===== config.mk =====
export PLATFORM = sky130hd
export DESIGN_NAME = dma_cpu_reg_if_flat
export DESIGN_NICKNAME = d
export VERILOG_FILES = /design/src/rtl/dma_cpu_reg_if_if.sv /design/src/rtl/dma_cpu_reg_if.sv /design/src/flat_wrapper.sv
export SDC_FILE = /design/constraint.sdc
export NUM_CORES = 1
export LEC_CHECK = 0
export ABC_CLOCK_PERIOD_IN_PS = 9500
export CAP_MARGIN = 20
export CORE_UTILIZATION = 40
export DETAILED_ROUTE_END_ITERATION = 10
export HOLD_SLACK_MARGIN = 0.02
export PLACE_DENSITY = 0.83
export SYNTH_ARGS = -nofsm -noshare
export SYNTH_HDL_FRONTEND = slang
export SYNTH_SLANG_ARGS = --single-unit

===== constraint.sdc =====
create_clock -name clk -period 9.5 [get_ports clk]
set_input_delay 0.95 -clock clk [delete_from_list [all_inputs] [get_ports clk]]
set_output_delay 0.95 -clock clk [all_outputs]
set_load 0.02 [all_outputs]

===== src/rtl/dma_cpu_reg_if_if.sv =====
// CPU I/O bus bundle for the DMA register interface: chip select, read/write
// strobes, 4-bit register address and the 8-bit data bus in both directions.
interface dma_cpu_reg_if_if;
  logic       cs_n;
  logic       ior_n;
  logic       iow_n;
  logic [3:0] a;
  logic [7:0] db_in;
  logic [7:0] db_out;
  logic       db_oe;

  modport master (output cs_n, ior_n, iow_n, a, db_in, input db_out, db_oe);
  modport slave  (input cs_n, ior_n, iow_n, a, db_in, output db_out, db_oe);
endinterface


===== src/rtl/dma_cpu_reg_if.sv =====
// dma_cpu_reg_if: CPU programming port of the 4-channel 8237A-style DMA
// controller. Holds command/mode/request/mask/base registers, tc flags and the
// byte-pointer flip-flop, and returns status/temp (and optionally current
// address/count) to the CPU.
// Optional feature macro: DMA_ADDR_READBACK_EN -- reads of addresses 0-7
// return the current address/count byte chosen by the byte pointer and toggle it.
module dma_cpu_reg_if (
  input  logic        clk,
  input  logic        reset,
  dma_cpu_reg_if_if.slave bus,
  input  logic        dma_active,
  input  logic [63:0] cur_addr_in,
  input  logic [63:0] cur_count_in,
  input  logic [3:0]  tc_in,
  input  logic [3:0]  dreq_in,
  input  logic [7:0]  temp_in,
  output logic [7:0]  cmd_reg,
  output logic [23:0] mode_reg,
  output logic [3:0]  mask_reg,
  output logic [3:0]  req_reg,
  output logic [63:0] base_addr,
  output logic [63:0] base_count,
  output logic [3:0]  cur_load,
  output logic        master_clr
);

  logic        iow_q, ior_q, cs_q;
  logic [3:0]  a_q;
  logic        rd_ok_q, abort_q;
  logic        bp_q, bp_d;
  logic [7:0]  cmd_q, cmd_d;
  logic [23:0] mode_q, mode_d;
  logic [3:0]  mask_q, mask_d;
  logic [3:0]  req_q, req_d;
  logic [3:0]  tcf_q, tcf_d;
  logic [63:0] base_addr_q, base_addr_d;
  logic [63:0] base_count_q, base_count_d;
  logic [3:0]  cur_load_q, cur_load_d;
  logic        mclr_q, mclr_d;

  logic        rd_cond, wr_commit, rd_trail;
  logic [7:0]  rd_mux;
  logic [1:0]  sel, wch;
  logic [5:0]  woff;

  // A read is live only with a single strobe and the CPU owning the bus.
  assign rd_cond   = !reset && !bus.cs_n && !bus.ior_n && bus.iow_n && !dma_active;
  // Commit only on the first cycle of a write strobe, so one commit per assertion.
  assign wr_commit = !bus.cs_n && !bus.iow_n && bus.ior_n && iow_q && !dma_active;
  // Trailing edge of a read that was never interrupted by the core.
  assign rd_trail  = !ior_q && bus.ior_n && !cs_q && rd_ok_q && !abort_q && !dma_active;

  assign sel  = bus.db_in[1:0];
  assign wch  = bus.a[2:1];
  assign woff = {wch, bp_q, 3'b000};

`ifdef DMA_ADDR_READBACK_EN
  logic [5:0] roff;
  assign roff = {bus.a[2:1], bp_q, 3'b000};
`else
  logic unused_rb;
  assign unused_rb = ^{cur_addr_in, cur_count_in};
`endif

  // Read data selection from the live address.
  always_comb begin
    rd_mux = 8'h00;
    case (bus.a)
      4'h8: rd_mux = {dreq_in, tcf_q};
      4'hD: rd_mux = temp_in;
      default: begin
`ifdef DMA_ADDR_READBACK_EN
        if (!bus.a[3])
          rd_mux = bus.a[0] ? cur_count_in[roff +: 8] : cur_addr_in[roff +: 8];
`endif
      end
    endcase
  end

  assign bus.db_oe  = rd_cond;
  assign bus.db_out = rd_cond ? rd_mux : 8'h00;

  // Next-state computation for every programmable register and pulse.
  always_comb begin
    bp_d         = bp_q;
    cmd_d        = cmd_q;
    mode_d       = mode_q;
    mask_d       = mask_q;
    base_addr_d  = base_addr_q;
    base_count_d = base_count_q;
    cur_load_d   = 4'h0;
    mclr_d       = 1'b0;
    // tc set is applied after the status-read clear so a same-cycle tc wins.
    tcf_d = (rd_trail && a_q == 4'h8) ? 4'h0 : tcf_q;
    tcf_d = tcf_d | tc_in;
    // tc clear first; a same-cycle request write below overrides it.
    req_d = req_q & ~tc_in;
`ifdef DMA_ADDR_READBACK_EN
    if (rd_trail && !a_q[3])
      bp_d = ~bp_d;
`endif
    if (wr_commit) begin
      case (bus.a)
        4'h0, 4'h1, 4'h2, 4'h3, 4'h4, 4'h5, 4'h6, 4'h7: begin
          if (bus.a[0]) base_count_d[woff +: 8] = bus.db_in;
          else          base_addr_d[woff +: 8]  = bus.db_in;
          cur_load_d[wch] = 1'b1;
          bp_d = ~bp_d;
        end
        4'h8: cmd_d = bus.db_in;
        4'h9: req_d[sel] = bus.db_in[2];
        4'hA: mask_d[sel] = bus.db_in[2];
        4'hB: begin
          for (int i = 0; i < 4; i++)
            if (sel == 2'(i)) mode_d[i*6 +: 6] = bus.db_in[7:2];
        end
        4'hC: bp_d = 1'b0;
        4'hD: begin
          mclr_d       = 1'b1;
          cmd_d        = 8'h00;
          req_d        = 4'h0;
          tcf_d        = 4'h0;
          bp_d         = 1'b0;
          mode_d       = 24'h0;
          base_addr_d  = 64'h0;
          base_count_d = 64'h0;
          mask_d       = 4'hF;
        end
        4'hE: mask_d = 4'h0;
        4'hF: mask_d = bus.db_in[3:0];
        default: ;
      endcase
    end
  end

  // State registers, bus input history and registered pulses.
  always_ff @(posedge clk or posedge reset) begin
    if (reset) begin
      iow_q        <= 1'b1;
      ior_q        <= 1'b1;
      cs_q         <= 1'b1;
      a_q          <= 4'h0;
      rd_ok_q      <= 1'b0;
      abort_q      <= 1'b0;
      bp_q         <= 1'b0;
      cmd_q        <= 8'h00;
      mode_q       <= 24'h0;
      mask_q       <= 4'hF;
      req_q        <= 4'h0;
      tcf_q        <= 4'h0;
      base_addr_q  <= 64'h0;
      base_count_q <= 64'h0;
      cur_load_q   <= 4'h0;
      mclr_q       <= 1'b0;
    end else begin
      iow_q        <= bus.iow_n;
      ior_q        <= bus.ior_n;
      cs_q         <= bus.cs_n;
      a_q          <= bus.a;
      rd_ok_q      <= rd_cond;
      // Any core takeover during a read strobe poisons the whole access.
      abort_q      <= bus.ior_n ? 1'b0 : (abort_q | dma_active);
      bp_q         <= bp_d;
      cmd_q        <= cmd_d;
      mode_q       <= mode_d;
      mask_q       <= mask_d;
      req_q        <= req_d;
      tcf_q        <= tcf_d;
      base_addr_q  <= base_addr_d;
      base_count_q <= base_count_d;
      cur_load_q   <= cur_load_d;
      mclr_q       <= mclr_d;
    end
  end

  assign cmd_reg    = cmd_q;
  assign mode_reg   = mode_q;
  assign mask_reg   = mask_q;
  assign req_reg    = req_q;
  assign base_addr  = base_addr_q;
  assign base_count = base_count_q;
  assign cur_load   = cur_load_q;
  assign master_clr = mclr_q;

endmodule


===== src/flat_wrapper.sv =====
// flat-port wrapper written by rule: the top's interface ports become plain ports
module dma_cpu_reg_if_flat 
  (clk, reset, dma_active, cur_addr_in, cur_count_in, tc_in, dreq_in, temp_in, cmd_reg, mode_reg, mask_reg, req_reg, base_addr, base_count, cur_load, master_clr, bus_cs_n, bus_ior_n, bus_iow_n, bus_a, bus_db_in, bus_db_out, bus_db_oe);
  dma_cpu_reg_if_if bus_i ();
  input  logic clk;
  input  logic reset;
  input  logic dma_active;
  input  logic [63:0] cur_addr_in;
  input  logic [63:0] cur_count_in;
  input  logic [3:0] tc_in;
  input  logic [3:0] dreq_in;
  input  logic [7:0] temp_in;
  output logic [7:0] cmd_reg;
  output logic [23:0] mode_reg;
  output logic [3:0] mask_reg;
  output logic [3:0] req_reg;
  output logic [63:0] base_addr;
  output logic [63:0] base_count;
  output logic [3:0] cur_load;
  output logic master_clr;
  input wire logic [$bits(bus_i.cs_n)-1:0] bus_cs_n;
  input wire logic [$bits(bus_i.ior_n)-1:0] bus_ior_n;
  input wire logic [$bits(bus_i.iow_n)-1:0] bus_iow_n;
  input wire logic [$bits(bus_i.a)-1:0] bus_a;
  input wire logic [$bits(bus_i.db_in)-1:0] bus_db_in;
  output wire logic [$bits(bus_i.db_out)-1:0] bus_db_out;
  output wire logic [$bits(bus_i.db_oe)-1:0] bus_db_oe;
  assign bus_i.cs_n = bus_cs_n;
  assign bus_i.ior_n = bus_ior_n;
  assign bus_i.iow_n = bus_iow_n;
  assign bus_i.a = bus_a;
  assign bus_i.db_in = bus_db_in;
  assign bus_db_out = bus_i.db_out;
  assign bus_db_oe = bus_i.db_oe;
  dma_cpu_reg_if u_core (.clk(clk), .reset(reset), .bus(bus_i), .dma_active(dma_active), .cur_addr_in(cur_addr_in), .cur_count_in(cur_count_in), .tc_in(tc_in), .dreq_in(dreq_in), .temp_in(temp_in), .cmd_reg(cmd_reg), .mode_reg(mode_reg), .mask_reg(mask_reg), .req_reg(req_reg), .base_addr(base_addr), .base_count(base_count), .cur_load(cur_load), .master_clr(master_clr));
endmodule

==> impl_results.md <==
- First DRT Iteration DRCs: around 320
- Instance count after placement with tap cells included: about 1000
- Setup skew after layout: slightly above 0.009 ns
- Non-filler cells in the finished layout: 1047
- Fraction of layout cells with a size suffix above 1: 0.09102
- Relative contribution of the clock network to total power: 0.415
- Total power density per cell area: roughly 160 nW/um^2
- Average instance area after synthesis: 13.06 sq um
- Cell type of the slowest stage on the worst timing path: sky130_fd_sc_hd__and4b_1
- Storage element area: 4688 sq um
- Tmin final: roughly 5 ns
- Maximum VDD drop: about 0.00014 V
- Worst-Skew Late Latency: approximately 0.44 ns
- Xor and xnor fraction of the mapped netlist area: 0
- Startpoint type of the worst setup path: input pin
- Post-synth ARST share: 1.000
- Flops & latches, synth: between 150 and 200
- Internal power: about 0.0013 W
- Cell-by-cell listing of the critical path: clkdlybuf4s50_1, and4b_1, a22oi_1, nor2_1, clkdlybuf4s50_1
- Synthesized netlist net count: ~760
- Routed length per instance: between 20 and 25 um
- Peak per-stage delay on the critical path: around 1.0 ns
- Final number of hold-violating endpoints: 0
- Final setup vio count: 0
- Growth of design area from synthesis to finish: 38.74%
- Count of instances resized after the clock tree is built: 0
- Post-synthesis compound-gate area fraction: 0.2393
- Sort of element at the end of the critical path: output pin
- Total CTS buffers: 17
- Register area share after synthesis: 0.6105
- Count of pins on the block boundary: between 300 and 400
- Clock slew at reported path FFs: roughly 0.070 ns
- Critical path's most frequent cell: sky130_fd_sc_hd__clkdlybuf4s50_1
- Fraction of power spent switching nets: 0.2670
- First-pass GRT wire length: 36580 um
- Relative contribution of combinational cells to total power: 0.101
- Post-CTS Repair Setup Buffers: 0
- Most frequent standard cell in the layout excluding fill and tap cells: sky130_fd_sc_hd__clkdlybuf4s50_1
- Number of standard-cell rows in the floorplan: 50
- Routed wire length: approximately 24000 um
- Setup_tns: 0 ns
- Clock Sink Count: ~190
- CP arrival: about 4 ns
- Static Leak: 4.458 nW
- Number of detailed-route iterations in the first pass: 4
- Post-DP Area: 10030 sq um
- Layout Cell Area excl Fill: 10660 sq um
- Root buffer selected by CTS: sky130_fd_sc_hd__clkbuf_16
- Starting density of the core: 0.4092
- Main combinational cell family by area after synthesis: compound AO/OA/AOI/OAI gates
- Pin slew with the least headroom to its limit: about 1.0 ns
- Crit path max-delay family: buffers and inverters
- IO Port Bufs: 215
- Worst hold path type: register to register
- Unrepaired setup endpoints after global routing: no
- Register share of total power: 0.483
- Die Wd: between 100 and 150 um
- Total chip power: around 0.0017 W
- Slew Limit Headroom: 0.3187
- Synth warnings: 0
- Number of diodes added for antenna fixing: 0
- Proportion of synthesized area in mux cells: 0.002607
- Total DRC errors in the routed layout: 0
- Post-synthesis adder-cell area fraction: 0.009775
- Max Buffers Root-to-Sink: 2
- Period Utilization, post-route: 0.5265
- Area taken by multi-input logic gates: ~2800 sq um
- Total routing resource utilization after global routing: 0.2481
- Vias after detailed routing: between 6000 and 7000
- Antenna violations before repair: 1
- Combined buffer and inverter count along the critical path: 2
- Primary flip-flop cell chosen by synthesis mapping: sky130_fd_sc_hd__dfrtp_1
- Routed vias/inst: slightly below 6
- Fraction of the mapped netlist area in simple logic gates: 0.1142
- Count of final max-slew check failures: 0
- Count of hold-fix buffers inserted at cts: 0
- Vias in the first global route: 6067
- Maximum number of pins on one net before global-route repair: 98
- Chip Height: 140.6 um
- Switching power: 0.0004570 W
- Remaining global-route overflow: 0
- Highest achievable clock rate: about 0.2 GHz
- Floorplan Core Area: between 15000 and 20000 sq um
- Weighted congestion at the end of routability-driven global placement: just over 0.8
- DP Wirelength: between 15000 and 20000 um
- Critical Path RT: approximately 8.6 ns
- Post-synthesis instance area: approximately 7700 sq um
- Count of flip-flops with a built-in enable after synthesis: 0
- H-tree depth: 4
- FILL cells: between 1500 and 2000
- Run status: completed
- Die Area: a little under 20000 sq um
- Number of nets with antenna violations after routing: 0
- Critical path start-end classification: input pin to output pin
- Maximum net fanout on the critical path: 21
- Distinct cells, synth: between 50 and 60
- TritonCTS clock tree: built
- Count of maximum capacitance violations: 0
- Number of nets in the final layout: approximately 970
- Post-Synthesis Cells: between 500 and 600
- Commonest cells after routing, fill and taps aside: sky130_fd_sc_hd__clkdlybuf4s50_1 (215), sky130_fd_sc_hd__dfrtp_1 (180), sky130_fd_sc_hd__a22o_1 (74)
-- cells in the mapped netlist, types with 6 or more instances --
library cell | n | share of area
sky130_fd_sc_hd__dfrtp_1 | 180 | 0.59
sky130_fd_sc_hd__a22o_1 | 74 | 0.084
sky130_fd_sc_hd__o2bb2ai_1 | 56 | 0.064
sky130_fd_sc_hd__nand2_1 | 31 | 0.015
sky130_fd_sc_hd__nor2_1 | 29 | 0.014
sky130_fd_sc_hd__a32o_1 | 23 | 0.030
sky130_fd_sc_hd__o21ai_0 | 22 | 0.014
sky130_fd_sc_hd__inv_1 | 12 | 0.0059
sky130_fd_sc_hd__a21oi_1 | 11 | 0.0072
sky130_fd_sc_hd__buf_2 | 10 | 0.0065
sky130_fd_sc_hd__a22oi_1 | 8 | 0.0078
sky130_fd_sc_hd__and2_1 | 7 | 0.0057
sky130_fd_sc_hd__clkbuf_1 | 7 | 0.0034
sky130_fd_sc_hd__dfstp_2 | 7 | 0.024
sky130_fd_sc_hd__nand2b_1 | 7 | 0.0057
sky130_fd_sc_hd__nor4_4 | 7 | 0.019
sky130_fd_sc_hd__o21ai_1 | 7 | 0.0046
sky130_fd_sc_hd__buf_1 | 6 | 0.0029
sky130_fd_sc_hd__ha_1 | 6 | 0.0098
sky130_fd_sc_hd__nor4_1 | 6 | 0.0049
-- routing by layer --
metal  GRT usage  part of all wire  up-vias
li1            -                 -     2707
met1      0.3381              0.45     3101
met2      0.3724              0.45      257
met3     0.09573             0.093       26
met4     0.06121            0.0097        2
met5           0           0.00046        -
-- final timing paths --
path,from,endpoint,slack (ns),cells past startpoint
max,bus_a[2],bus_db_out[5],4.50,5
max reg2reg,u_core.bp_q$_DFFE_PP0P_,u_core.base_addr[38]$_DFFE_PP0P_,6.66,7
min reg2reg,u_core.base_count[3]$_DFFE_PP0P_,u_core.base_count[3]$_DFFE_PP0P_,0.49,1
min,u_core.base_count[3]$_DFFE_PP0P_,u_core.base_count[3]$_DFFE_PP0P_,0.49,1
max in group asynchronous,reset,u_core.base_count[43]$_DFFE_PP0P_,7.08,4
min in group asynchronous,reset,u_core.a_q[2]$_DFF_PP0_,1.12,2
-- cells by family (layout without fill, tap and decap cells) --
logic type | Yosys count | after routing
buffers and inverters | 40 | 265
adder cells (fa/ha/maj) | 6 | 6
flip-flops | 187 | 187
multiplexers | 2 | 2
AO/OA/AOI/OAI | 225 | 225
AND/OR/NAND/NOR | 128 | 128
-- through the flow --
stage / hold slack, ns / utilization / setup slack [ns]
after floorplan: 0.4606 / - / 3.476
after global placement: 0.4698 / 0.5347 / 4.518
after detailed placement: 0.4725 / 0.5347 / 4.507
after CTS: 0.4934 / 0.5663 / 4.509
after global routing: 0.5048 / 0.5677 / 4.324
final: 0.4916 / 0.5677 / 4.498
-- area by class of cell --
cell class                      count  share of cell area
Sequential cell                   187              0.4400
Timing Repair Buffer              220              0.2074
Inverter                           13            0.005049
Multi-Input combinational cell    361              0.2644
Clock buffer                       18             0.04122
Tap cell                          234             0.02748
Clock inverter                     14             0.01444
-- power by group through the flow --
stage	registers [W]	clock network, W	logic (W)
5_1_grt	0.000829	0.000750	0.000188
6_report	0.000827	0.000711	0.000173
3_5_place_dp	0.000842	0	0.000172
2_1_floorplan	0.000854	0	0.0000850
3_3_place_gp	0.000842	0	0.000170
4_1_cts	0.000827	0.000721	0.000173
(Power assumes the default switching activity.)
